**config.mk**
```make
export PLATFORM = sky130hd
export DESIGN_NAME = led_fade_driver
export DESIGN_NICKNAME = d
export VERILOG_FILES = /design/src/rtl/led_pkg.sv /design/src/rtl/led_pwm_channel.sv /design/src/rtl/led_fade_driver.sv
export SDC_FILE = /design/constraint.sdc
export NUM_CORES = 1
export LEC_CHECK = 0
export CAP_MARGIN = 10
export CORE_ASPECT_RATIO = 1.75
export CORE_MARGIN = 2
export CORE_UTILIZATION = 60
export DETAILED_ROUTE_END_ITERATION = 7
export GPL_TIMING_DRIVEN = 0
export PLACE_DENSITY = 0.77
export RECOVER_POWER = 50
export SYNTH_ARGS = -nofsm -noshare
export SYNTH_HDL_FRONTEND = slang
export SYNTH_SLANG_ARGS = --single-unit
export TNS_END_PERCENT = 10
```
**constraint.sdc**
```tcl
create_clock -name hwclk -period 4.07 [get_ports hwclk]
set_input_delay 0.814 -clock hwclk [delete_from_list [all_inputs] [get_ports hwclk]]
set_output_delay 0.814 -clock hwclk [all_outputs]
set_load 0.1 [all_outputs]
```
**src/rtl/led_pkg.sv**
```systemverilog
// Shared types and constants for the LED fade driver and its per-LED PWM channels.
package led_pkg;

    localparam int NUM_LEDS  = 8;
    localparam int PWM_W_DEF = 8;

    typedef enum logic {
        IDLE,
        FADING
    } fade_state_t;

    typedef logic [PWM_W_DEF-1:0] bright_t;

endpackage

```
**src/rtl/led_pwm_channel.sv**
```systemverilog
// One LED lane: a brightness register that ramps by a saturating STEP toward
// its endpoint, and a registered compare against the shared PWM counter.
module led_pwm_channel #(
    parameter int PWM_W = 8,
    parameter int STEP  = 17
) (
    input  logic             hwclk,
    input  logic             rst,
    input  logic             step_en,
    input  logic             dir,
    input  logic [PWM_W-1:0] pwm_cnt,
    output logic             led_o,
    output logic             at_end
);

    localparam logic [PWM_W-1:0] MAX    = '1;
    localparam logic [PWM_W:0]   STEP_W = (PWM_W+1)'(STEP);

    logic [PWM_W-1:0] bright_q, bright_d;
    logic             led_q, led_d;
    logic [PWM_W:0]   sum;

    assign at_end = dir ? (bright_q == MAX) : (bright_q == '0);
    assign led_o  = led_q;

    // The sum is one bit wider so the clamp at MAX can see the overflow.
    always_comb begin
        sum      = {1'b0, bright_q} + STEP_W;
        bright_d = bright_q;
        if (step_en) begin
            if (dir) begin
                bright_d = (sum > {1'b0, MAX}) ? MAX : sum[PWM_W-1:0];
            end else begin
                bright_d = ({1'b0, bright_q} < STEP_W) ? '0 : (bright_q - STEP_W[PWM_W-1:0]);
            end
        end
        led_d = (bright_q == MAX) || (bright_q > pwm_cnt);
    end

    always_ff @(posedge hwclk) begin
        if (rst) begin
            bright_q <= '0;
            led_q    <= 1'b0;
        end else begin
            bright_q <= bright_d;
            led_q    <= led_d;
        end
    end

endmodule

```
**src/rtl/led_fade_driver.sv**
```systemverilog
// Accepts an 8-bit on/off pattern and ramps each LED's PWM brightness toward
// full-on or off, one STEP every STEP_DIV clocks, driving the pins with PWM.
module led_fade_driver
    import led_pkg::*;
#(
    parameter int PWM_W    = 8,
    parameter int STEP     = 17,
    parameter int STEP_DIV = 400000
) (
    input  logic                hwclk,
    input  logic                rst,
    input  logic [NUM_LEDS-1:0] pattern,
    input  logic                pattern_valid,
    output logic                pattern_ready,
    output logic [NUM_LEDS-1:0] led,
    output logic                busy
);

    localparam int                CNT_W       = (STEP_DIV > 1) ? $clog2(STEP_DIV) : 1;
    localparam logic [CNT_W-1:0]  STEP_RELOAD = CNT_W'(STEP_DIV - 1);

    fade_state_t         state_q, state_d;
    logic [NUM_LEDS-1:0] target_q, target_d;
    logic [CNT_W-1:0]    step_cnt_q, step_cnt_d;
    logic [PWM_W-1:0]    pwm_cnt_q;
    logic [NUM_LEDS-1:0] at_end;
    logic                step_en;

    // Completion is judged on registered brightness, so a no-op pattern still
    // costs exactly one FADING cycle.
    always_comb begin
        state_d       = state_q;
        target_d      = target_q;
        step_cnt_d    = step_cnt_q;
        step_en       = 1'b0;
        pattern_ready = (state_q == IDLE) && !rst;
        busy          = (state_q == FADING);
        case (state_q)
            IDLE: begin
                if (pattern_valid && pattern_ready) begin
                    target_d   = pattern;
                    step_cnt_d = STEP_RELOAD;
                    state_d    = FADING;
                end
            end
            FADING: begin
                if (&at_end) begin
                    state_d = IDLE;
                end
                if (step_cnt_q == '0) begin
                    step_en    = 1'b1;
                    step_cnt_d = STEP_RELOAD;
                end else begin
                    step_cnt_d = step_cnt_q - CNT_W'(1);
                end
            end
            default: state_d = IDLE;
        endcase
    end

    always_ff @(posedge hwclk) begin
        if (rst) begin
            state_q    <= IDLE;
            target_q   <= '0;
            step_cnt_q <= '0;
            pwm_cnt_q  <= '0;
        end else begin
            state_q    <= state_d;
            target_q   <= target_d;
            step_cnt_q <= step_cnt_d;
            pwm_cnt_q  <= pwm_cnt_q + PWM_W'(1);
        end
    end

    for (genvar i = 0; i < NUM_LEDS; i++) begin : g_chan
        led_pwm_channel #(
            .PWM_W(PWM_W),
            .STEP (STEP)
        ) u_chan (
            .hwclk  (hwclk),
            .rst    (rst),
            .step_en(step_en),
            .dir    (target_q[i]),
            .pwm_cnt(pwm_cnt_q),
            .led_o  (led[i]),
            .at_end (at_end[i])
        );
    end

endmodule
```
==> results_dict.tcl, run 1 <==
set metrics [dict create \
    post_drt_wl_per_cell_um 21.3 \
    detailroute.via_count 10106 \
    syn_nets 1343 \
    drc 0 \
    clkLatencyLatePin_ns 0.37 \
    synth-main-ff-cell "sky130_fd_sc_hd__dfxtp_1" \
    post_synth_most_frequent_cells "118 x sky130_fd_sc_hd__o21ai_0, 111 x sky130_fd_sc_hd__nor2_1, 108 x sky130_fd_sc_hd__dfxtp_1" \
    crit_fanout 10 \
    synth_cell_type_count 78 \
    synth_largest_type_area_fraction_pct 23.3 \
    detail_route.wirelength_um 31100 \
    power.ir.vdd_worst_mv 0.200 \
    r2r_start "step_cnt_q[0]" \
    die-area_sq_mm 0.0165 \
    die_w_um 97.9 \
    clkSinkCount 108 \
    crit_path_end_kind "flip-flop" \
    rsz0062_at_grt "false" \
    cts_tree "done" \
    drv_slew 0 \
    timing_worst_slew_pin_value_ns 1.13 \
    grt_max_degree 19 \
    timing.max_cap.violations 0 \
    ios 21 \
    fin_nets 1373 \
    ff_latch_area_sq_mm 0.00216 \
    timing.final.hold_violations 0 \
    avgSynthCellArea_sq_um 7.47 \
    drive_above_1_share_pct 4.94 \
    instance_count_along_the_most_critical_hold_path 2 \
    post-cts-setup-buffers 0 \
    max_freq_mhz 282 \
    grt_pass1_wl_um 49000 \
    clk_pin_slew_ns 0.08 \
    areaGrowthSynthToFinish_pct 7.59 \
    fin_crit_sh_pct 87.1 \
    multi_input_area_sq_mm 0.00651 \
    initial_core_util_pct 60.8 \
    critical_path_arrival_ns 3.78 \
    worst-setup-path-type "reg -> reg" \
    clock-root-buffer "sky130_fd_sc_hd__clkbuf_16" \
    synth.yosys.seq_area_share_pct 23.3 \
    ys_warn_count 0 \
    outcome "finished clean" \
    synth_area_sq_mm 0.00927 \
    fp.dieH_um 168 \
    post_synth_inst_count 1240 \
    final.setup.worst_slack_ns 0.524 \
    r2r_slack_ns 0.52 \
    cts_htree_levels 3 \
    finalSetupViolations 0 \
    nFillCells 1424 \
    final_hpwl_from_detailed_placement_um 22400 \
    slew_limit_headroom_pct 23.9 \
    async_reset_ff_share_pct 0 \
    ctsResizeCount 0 \
    hold_path.startpoint "step_cnt_q[1]" \
    core_region_area_sq_mm 0.0152 \
    synth-seq-cells 108 \
    rows 60 \
    final.min_clock_period_ns 3.55 \
    via_density_per_instance 6.92 \
    setup_total_negative_slack_ns 0 \
    required_ns 4.30 \
    worstHoldEndpoint "step_cnt_q[1]" \
    drt_first_iter_violations 814 \
    place_congestion 1.00 \
    grtUsageTotal_pct 37.0 \
    antenna_found_initial 0 \
    netlist_top_cells_area "sky130_fd_sc_hd__dfxtp_1 23%, sky130_fd_sc_hd__ha_1 12%, sky130_fd_sc_hd__o21ai_0 6.4%, sky130_fd_sc_hd__a21oi_1 4.6%, sky130_fd_sc_hd__nor2_1 4.5%" \
    skew_ns 0.0107 \
    cts-buffers-inserted 9 \
    cell_with_the_most_instances_after_synthesis "sky130_fd_sc_hd__o21ai_0" \
    power_density_of_the_placed_cells_mw_per_mm2 261 \
    crit_path_start_kind "flip-flop" \
    pre_cts_slack_ns 0.674 \
    first_pass_iters 8 \
    power.static_leakage_uw 0.00367 \
    numPortBuffers 19 \
    antenna_violating_nets_post_route 0 \
    clock_tree.buffer_depth 2 \
    holdBufCountCts 0 \
    post-synth-top-area-cell "sky130_fd_sc_hd__dfxtp_1" \
    synth_edf_count 0 \
    number_of_global_route_vias_before_repair 9687 \
    globalRoute.totalOverflow 0 \
    n_diodes 0 \
    r2r-end "g_chan[4].u_chan.bright_q[3]" \
    timing.reg2reg.worst_path_depth 10 \
    min_path_type "reg -> reg" \
]
[cell families (layout without fill, tap and decap cells)]
group,count (synthesis),count (layout),synth area share (%)
and+or+nand+nor,445,445,24.8
AOI/OAI and AO/OA,414,414,29.1
buffers and inverters,140,175,6.25
DFF,108,108,23.3
adders and majority gates,92,92,12.4
xor gates and xnor gates,32,32,3.02
muxes,9,9,1.04
[sequential cells by signal, summed over array words and instances (netlist names)]
| register | cells |
|---|---|
| target_q | 8 |
| busy | 1 |
| step_cnt_q | 19 |
| g_chan.u_chan.led_o | 8 |
| pwm_cnt_q | 8 |
| g_chan.u_chan.bright_q | 64 |
[worst max-delay path, cell delays in order (launching register included)]
cell and delay (ns):
sky130_fd_sc_hd__dfxtp_1 0.35, sky130_fd_sc_hd__inv_1 0.06, sky130_fd_sc_hd__ha_1 0.19, sky130_fd_sc_hd__or4b_1 0.52
sky130_fd_sc_hd__or4_2 0.63, sky130_fd_sc_hd__clkbuf_1 0.25, sky130_fd_sc_hd__nor2_4 0.36, sky130_fd_sc_hd__clkbuf_1 0.57
sky130_fd_sc_hd__o21ai_0 0.20, sky130_fd_sc_hd__a22oi_1 0.22, sky130_fd_sc_hd__nor2_1 0.06
[power breakdown]
part / internal, uW / total, uW / switching, uW
combinational: 172 / 516 / 344
sequential: 1100 / 1140 / 40.0
clock: 501 / 952 / 451
[cell usage in the layout, fill, tap and decap left out, types with 24 or more instances in the layout]
| master | n |
|---|---|
| sky130_fd_sc_hd__a21o_1 | 24 |
| sky130_fd_sc_hd__nor2_1 | 111 |
| sky130_fd_sc_hd__inv_1 | 34 |
| sky130_fd_sc_hd__a21oi_1 | 86 |
| sky130_fd_sc_hd__dfxtp_1 | 108 |
| sky130_fd_sc_hd__clkbuf_1 | 87 |
| sky130_fd_sc_hd__nor3_1 | 44 |
| sky130_fd_sc_hd__a31oi_1 | 24 |
| sky130_fd_sc_hd__nand2_1 | 92 |
| sky130_fd_sc_hd__ha_1 | 92 |
| sky130_fd_sc_hd__o21ai_0 | 118 |
| sky130_fd_sc_hd__nand3_1 | 34 |
[per-layer routing]
metal	track usage [%]	routed length, um	share of wire, %
met3	5.85	2340	7.5
met4	26.4	2310	7.4
met1	39.9	11400	37
met5	0	0	0
met2	64.8	15100	48
[worst max-delay path by stage]
stage / startpoint / end / cells past startpoint
after floorplan: busy / target_q[1] / 6
after global placement: step_cnt_q[0] / g_chan[6].u_chan.bright_q[0] / 9
after detailed placement: step_cnt_q[0] / g_chan[1].u_chan.bright_q[0] / 9
after CTS: step_cnt_q[0] / g_chan[1].u_chan.bright_q[0] / 9
after global routing: step_cnt_q[0] / g_chan[4].u_chan.bright_q[3] / 10
final: step_cnt_q[0] / g_chan[4].u_chan.bright_q[3] / 10
[cell type report]
cell class / count / area share (%)
plain buffers: 105 / 4.38
inverters: 35 / 1.32
well taps: 186 / 2.33
clock buffers: 10 / 2.40
flip-flops and latches: 108 / 21.7
clock inverters: 6 / 0.703
multi-input cells: 992 / 65.3
repair buffers: 19 / 1.91
[stage by stage]
| stage | total power (uW) | hold WS (ns) | cell area (sq um) | std cells | utilization, % |
|---|---|---|---|---|---|
| floorplan | 1530 | 0.461 | 9270 | 1240 | - |
| global placement | 1670 | 0.480 | 9690 | 1445 | 63.6 |
| detailed placement | 1670 | 0.488 | 9690 | 1445 | 63.6 |
| CTS | 2600 | 0.500 | 10000 | 1461 | 65.6 |
| global route | 2690 | 0.537 | 9970 | 1461 | 65.4 |
| finish | 2600 | 0.497 | 9970 | 1461 | 65.4 |
(Power assumes the default switching activity.)
==> run 2: changes to the inputs <==
--- a/config.mk
+++ b/config.mk
@@ -9,11 +9,13 @@
 export CORE_ASPECT_RATIO = 1.75
 export CORE_MARGIN = 2
 export CORE_UTILIZATION = 60
+export CTS_CLUSTER_DIAMETER = 50
 export DETAILED_ROUTE_END_ITERATION = 7
 export GPL_TIMING_DRIVEN = 0
 export PLACE_DENSITY = 0.77
 export RECOVER_POWER = 50
 export SYNTH_ARGS = -nofsm -noshare
 export SYNTH_HDL_FRONTEND = slang
+export SYNTH_HIERARCHICAL = 1
 export SYNTH_SLANG_ARGS = --single-unit
 export TNS_END_PERCENT = 10
==> run 2 against run 1 <==
- fmax shrank 8.0%
- combinational power grew 67%
- critical path depth shrank 7
- critical endpoint is now pattern_ready
- highest routed layer unchanged
==> results_dict.tcl, run 2 <==
set metrics [dict create \
    outcome "finished clean" \
    clk_pin_slew_ns 0.08 \
    globalRoute.totalOverflow 0 \
    die-area_sq_mm 0.0184 \
    antenna_violating_nets_post_route 0 \
    first_pass_iters 6 \
    grt_pass1_wl_um 47200 \
    required_ns 3.26 \
    timing_worst_slew_pin_value_ns 0.979 \
    syn_nets 1485 \
    fin_nets 1517 \
    ys_warn_count 6 \
    synth.yosys.seq_area_share_pct 20.9 \
    ctsResizeCount 0 \
    grt_max_degree 43 \
    final_hpwl_from_detailed_placement_um 20700 \
    drt_first_iter_violations 574 \
    final.setup.worst_slack_ns 0.217 \
    fp.dieH_um 178 \
    min_path_type "reg -> reg" \
    grtUsageTotal_pct 31.6 \
    max_freq_mhz 260 \
    clock_tree.buffer_depth 2 \
    detail_route.wirelength_um 28400 \
    muxShareOfSynthArea_pct 0 \
    power.ir.vdd_worst_mv 0.186 \
    synthXorXnorAreaFrac_pct 2.79 \
    timing.max_cap.violations 0 \
    finalSetupViolations 0 \
    synth_top_family_by_area "compound AO/OA/AOI/OAI gates" \
    initial_core_util_pct 61.2 \
    synth_edf_count 0 \
    synth_cell_type_count 58 \
    power_density_of_the_placed_cells_mw_per_mm2 268 \
    synth-main-ff-cell "sky130_fd_sc_hd__dfxtp_1" \
    post_drt_wl_per_cell_um 17.3 \
    number_of_flip_flops_under_the_largest_register_name 64 \
    holdBufCountCts 0 \
    post-synth-top-area-cell "sky130_fd_sc_hd__dfxtp_1" \
    netlist_top_cells_area "sky130_fd_sc_hd__dfxtp_1 21%, sky130_fd_sc_hd__ha_1 12%, sky130_fd_sc_hd__o21ai_0 5.7%, sky130_fd_sc_hd__nand2_1 4.4%, sky130_fd_sc_hd__nor2_1 4.1%" \
    numPortBuffers 20 \
    post_synth_inst_count 1375 \
    critical_path_arrival_ns 3.04 \
    skew_ns 0.00957 \
    synth_area_sq_mm 0.0104 \
    registers.top_by_ff_count "g_chan.u_chan/bright_q" \
    area_fraction_in_compound_gates_after_synthesis_pct 30.9 \
    clkSinkCount 108 \
    drv_slew 0 \
    fin_crit_sh_pct 94.7 \
    drc 0 \
    areaGrowthSynthToFinish_pct 7.65 \
    post_synth_most_frequent_cells "122 x sky130_fd_sc_hd__nand2_1, 118 x sky130_fd_sc_hd__o21ai_0, 112 x sky130_fd_sc_hd__nor2_1" \
    detailroute.via_count 10640 \
    post-cts-setup-buffers 0 \
    power.static_leakage_uw 0.00391 \
    final_common_cell "sky130_fd_sc_hd__nand2_1" \
    timing.final.hold_violations 0 \
    worst-setup-path-type "in -> out" \
    number_of_global_route_vias_before_repair 10075 \
    cts_htree_levels 3 \
    core_region_area_sq_mm 0.0169 \
    via_density_per_instance 6.49 \
    synth-simple-area-share_pct 25.6 \
    antenna_found_initial 0 \
    synth-seq-cells 108 \
    cts_tree "done" \
    reg.largest.list "g_chan.u_chan/bright_q (64), step_cnt_q (19)" \
    synth_fa_ha_area_share_pct 11.9 \
    clock-root-buffer "sky130_fd_sc_hd__clkbuf_16" \
    crit_fanout 11 \
    clkLatencyLatePin_ns 0.37 \
    rsz0062_at_grt "false" \
    top_library_cells_by_usage_in_the_layout_fill_and_taps_aside "122 x sky130_fd_sc_hd__nand2_1, 120 x sky130_fd_sc_hd__o21ai_0, 112 x sky130_fd_sc_hd__nor2_1" \
    pre_cts_slack_ns 0.144 \
    final.min_clock_period_ns 3.85 \
    drive_above_1_share_pct 7.22 \
    place_congestion 0.949 \
    async_reset_ff_share_pct 0 \
    die_w_um 103 \
    cts-buffers-inserted 9 \
    cell_with_the_most_instances_after_synthesis "sky130_fd_sc_hd__nand2_1" \
    synth_largest_type_area_fraction_pct 20.9 \
    n_diodes 0 \
    crit_path_start_kind "input port" \
    crit_path_end_kind "primary output" \
    slew_limit_headroom_pct 34.5 \
    hold_ws_ns 0.469 \
    rows 63 \
    ios 21 \
    avgSynthCellArea_sq_um 7.54 \
]
-- run 2: stage by stage --
step / instance area (sq um) / util (%) / power (uW) / setup TNS (ns) / instances
2_1_floorplan: 10400 / - / 1870 / 0 / 1375
4_1_cts: 11200 / 66.0 / 3010 / 0 / 1639
3_3_place_gp: 10900 / 64.0 / 2070 / -0.849 / 1622
6_report: 11200 / 65.9 / 2990 / 0 / 1639
3_5_place_dp: 10900 / 64.2 / 2090 / 0 / 1623
5_1_grt: 11200 / 65.9 / 3140 / 0 / 1639
-- run 2: kinds of logic after synthesis --
group,after synthesis
flip-flops,108
buffers and inverters,195
AO/OA/AOI/OAI,441
XOR/XNOR,33
adder cells (fa/ha/maj),99
AND/OR/NAND/NOR,499
-- run 2: worst paths after layout --
path | startpoint | to | slack, ns | cells past startpoint
hold reg to reg | target_q[4] | target_q[4] | 0.47 | 2
hold / removal | target_q[4] | target_q[4] | 0.47 | 2
setup / recovery | rst | pattern_ready | 0.22 | 3
setup reg to reg | step_cnt_q[8] | g_chan[2].u_chan/bright_q[3] | 0.47 | 8
-- run 2: critical path: stages --
cell                              delay (ns)
sky130_fd_sc_hd__dlygate4sd3_1          0.81
sky130_fd_sc_hd__nor2_1                 0.25
sky130_fd_sc_hd__clkdlybuf4s50_1        1.16
-- run 2: layer usage --
layer	vias to the layer above	share of wire, %	track usage, %
met5	-	0	0
met4	0	3.7	14.7
met3	90	5.4	3.43
met2	388	52	56.9
met1	5012	39	36.1
li1	5150	-	-
-- run 2: layout make-up --
type | count | area, sq um
Buffer | 96 | 442
Clock buffer | 9 | 225
Clock inverter | 7 | 78.8
Fill cell | 1567 | 5790
Inverter | 99 | 372
Multi-Input combinational cell | 1072 | 7380
Sequential cell | 108 | 2160
Tap cell | 227 | 284
Timing Repair Buffer | 21 | 220
-- run 2: where the power goes --
group	switching, uW	total (uW)	leakage (uW)	internal, uW
sequential	80.4	1200	0.000877	1120
combinational	553	861	0.00289	308
clock	482	921	0.000148	440
total	1110	2990	0.00391	1870
==> run 3: changes to the inputs <==
--- a/config.mk
+++ b/config.mk
@@ -12,7 +12,7 @@
 export CTS_CLUSTER_DIAMETER = 50
 export DETAILED_ROUTE_END_ITERATION = 7
 export GPL_TIMING_DRIVEN = 0
-export PLACE_DENSITY = 0.77
+export PLACE_DENSITY = 0.8
 export RECOVER_POWER = 50
 export SYNTH_ARGS = -nofsm -noshare
 export SYNTH_HDL_FRONTEND = slang
==> run 3 against run 2 <==
- the run now ends with DRC left
- via count rose by 0.76%
- routed wire length grew 2.8%
- clock power rose by 7.6%
- combinational power grew 1%
- design area grew 0.26%
- total power rose by 2.6%
- sequential share of layout area barely moved
- fmax shrank 2.7%
- core utilization rose by 0.17 points
- critical path depth stayed put
- register-to-register slack worse by 0.16 ns
- critical path type unchanged
- highest routed layer unchanged
==> results_dict.tcl, run 3 (synthesized netlist as in run 2, its figures left out) <==
set metrics [dict create \
    cts_htree_levels 3 \
    die_w_um 103 \
    final.min_clock_period_ns 3.96 \
    power.ir.vdd_worst_mv 0.201 \
    registers.top_by_ff_count "g_chan.u_chan/bright_q" \
    number_of_flip_flops_under_the_largest_register_name 64 \
    reg.largest.list "g_chan.u_chan/bright_q (64), step_cnt_q (19)" \
    min_path_type "reg -> reg" \
    timing.final.hold_violations 0 \
    drt_first_iter_violations 874 \
    ios 21 \
    detail_route.wirelength_um 29200 \
    crit_fanout 11 \
    detailroute.via_count 10721 \
    timing.max_cap.violations 0 \
    outcome "finished with violations" \
    drive_above_1_share_pct 7.29 \
    clkSinkCount 108 \
    via_density_per_instance 6.54 \
    post_drt_wl_per_cell_um 17.8 \
    place_congestion 1.01 \
    initial_core_util_pct 61.2 \
    setup_total_negative_slack_ns 0 \
    first_pass_iters 8 \
    cts_tree "done" \
    grt_max_degree 33 \
    timing_worst_slew_pin_value_ns 1.22 \
    grtUsageTotal_pct 32.3 \
    drv_slew 0 \
    crit_path_end_kind "primary output" \
    number_of_global_route_vias_before_repair 10175 \
    required_ns 3.26 \
    drc 1 \
    numPortBuffers 20 \
    antenna_found_initial 0 \
    n_diodes 0 \
    slew_limit_headroom_pct 18.8 \
    ctsResizeCount 0 \
    power.static_leakage_uw 0.00393 \
    detailed_place.area_sq_mm 0.0109 \
    max_freq_mhz 252 \
    post-layout-total-power_uw 3060 \
    fin_nets 1517 \
    crit_path_start_kind "input port" \
    final_hpwl_from_detailed_placement_um 21600 \
    power_density_of_the_placed_cells_mw_per_mm2 274 \
    clk_pin_slew_ns 0.08 \
    core_region_area_sq_mm 0.0169 \
    clock-root-buffer "sky130_fd_sc_hd__clkbuf_16" \
    die-area_sq_mm 0.0184 \
    finalSetupViolations 0 \
    fin_crit_sh_pct 97.3 \
    cts-buffers-inserted 9 \
    antenna_violating_nets_post_route 0 \
    clock_tree.buffer_depth 2 \
    rsz0062_at_grt "false" \
    critical_path_arrival_ns 3.15 \
    fp.dieH_um 178 \
    areaGrowthSynthToFinish_pct 7.93 \
    final_common_cell "sky130_fd_sc_hd__nand2_1" \
    grt_pass1_wl_um 47700 \
    holdBufCountCts 0 \
    post_route_cell_area_sq_mm 0.0112 \
    rows 63 \
    clkLatencyLatePin_ns 0.38 \
    post-cts-setup-buffers 0 \
    hold_ws_ns 0.481 \
    worst-setup-path-type "in -> out" \
    skew_ns 0.0138 \
    globalRoute.totalOverflow 0 \
    violated_checks "DRC" \
    top_library_cells_by_usage_in_the_layout_fill_and_taps_aside "122 x sky130_fd_sc_hd__nand2_1, 121 x sky130_fd_sc_hd__o21ai_0, 112 x sky130_fd_sc_hd__nor2_1" \
]
run 3: worst max-delay path, stage by stage:
cell and delay, ns:
sky130_fd_sc_hd__dlygate4sd3_1 0.80, sky130_fd_sc_hd__nor2_1 0.34, sky130_fd_sc_hd__clkdlybuf4s50_1 1.19
run 3: final cells by class:
type / count / area (sq um)
flip-flops and latches: 108 / 2160
repair buffers: 21 / 220
clock inverters: 7 / 103
inverters: 99 / 372
clock buffers: 9 / 225
plain buffers: 96 / 442
well taps: 227 / 284
multi-input cells: 1072 / 7380
fillers: 1524 / 5760
run 3: worst paths after layout:
path                                     from                            to  slack (ns)  cells after the start
worst min register to register    target_q[6]                   target_q[6]        0.48                      2
worst max-delay path                      rst                 pattern_ready        0.11                      3
worst min-delay path              target_q[6]                   target_q[6]        0.48                      2
worst max register to register  step_cnt_q[8]  g_chan[6].u_chan/bright_q[3]        0.31                      8
run 3: power by group:
part	internal, uW	total (uW)	switching (uW)
registers	1120	1200	77.9
logic	310	871	561
clock network	502	991	489
run 3: stage by stage:
step / std cells / util, % / setup slack [ns]
floorplan: 1375 / - / 0.863
global placement: 1622 / 64.0 / -0.0755
detailed placement: 1623 / 64.2 / 0.0395
CTS: 1639 / 66.1 / 0.0181
global route: 1639 / 66.0 / 0.0976
finish: 1639 / 66.0 / 0.109
run 3: routing by layer:
metal  track usage (%)  routed length [um]
met1              33.8               10800
met2              58.4               15300
met3              4.49                1360
met4              20.6                1640
met5                 0                   0
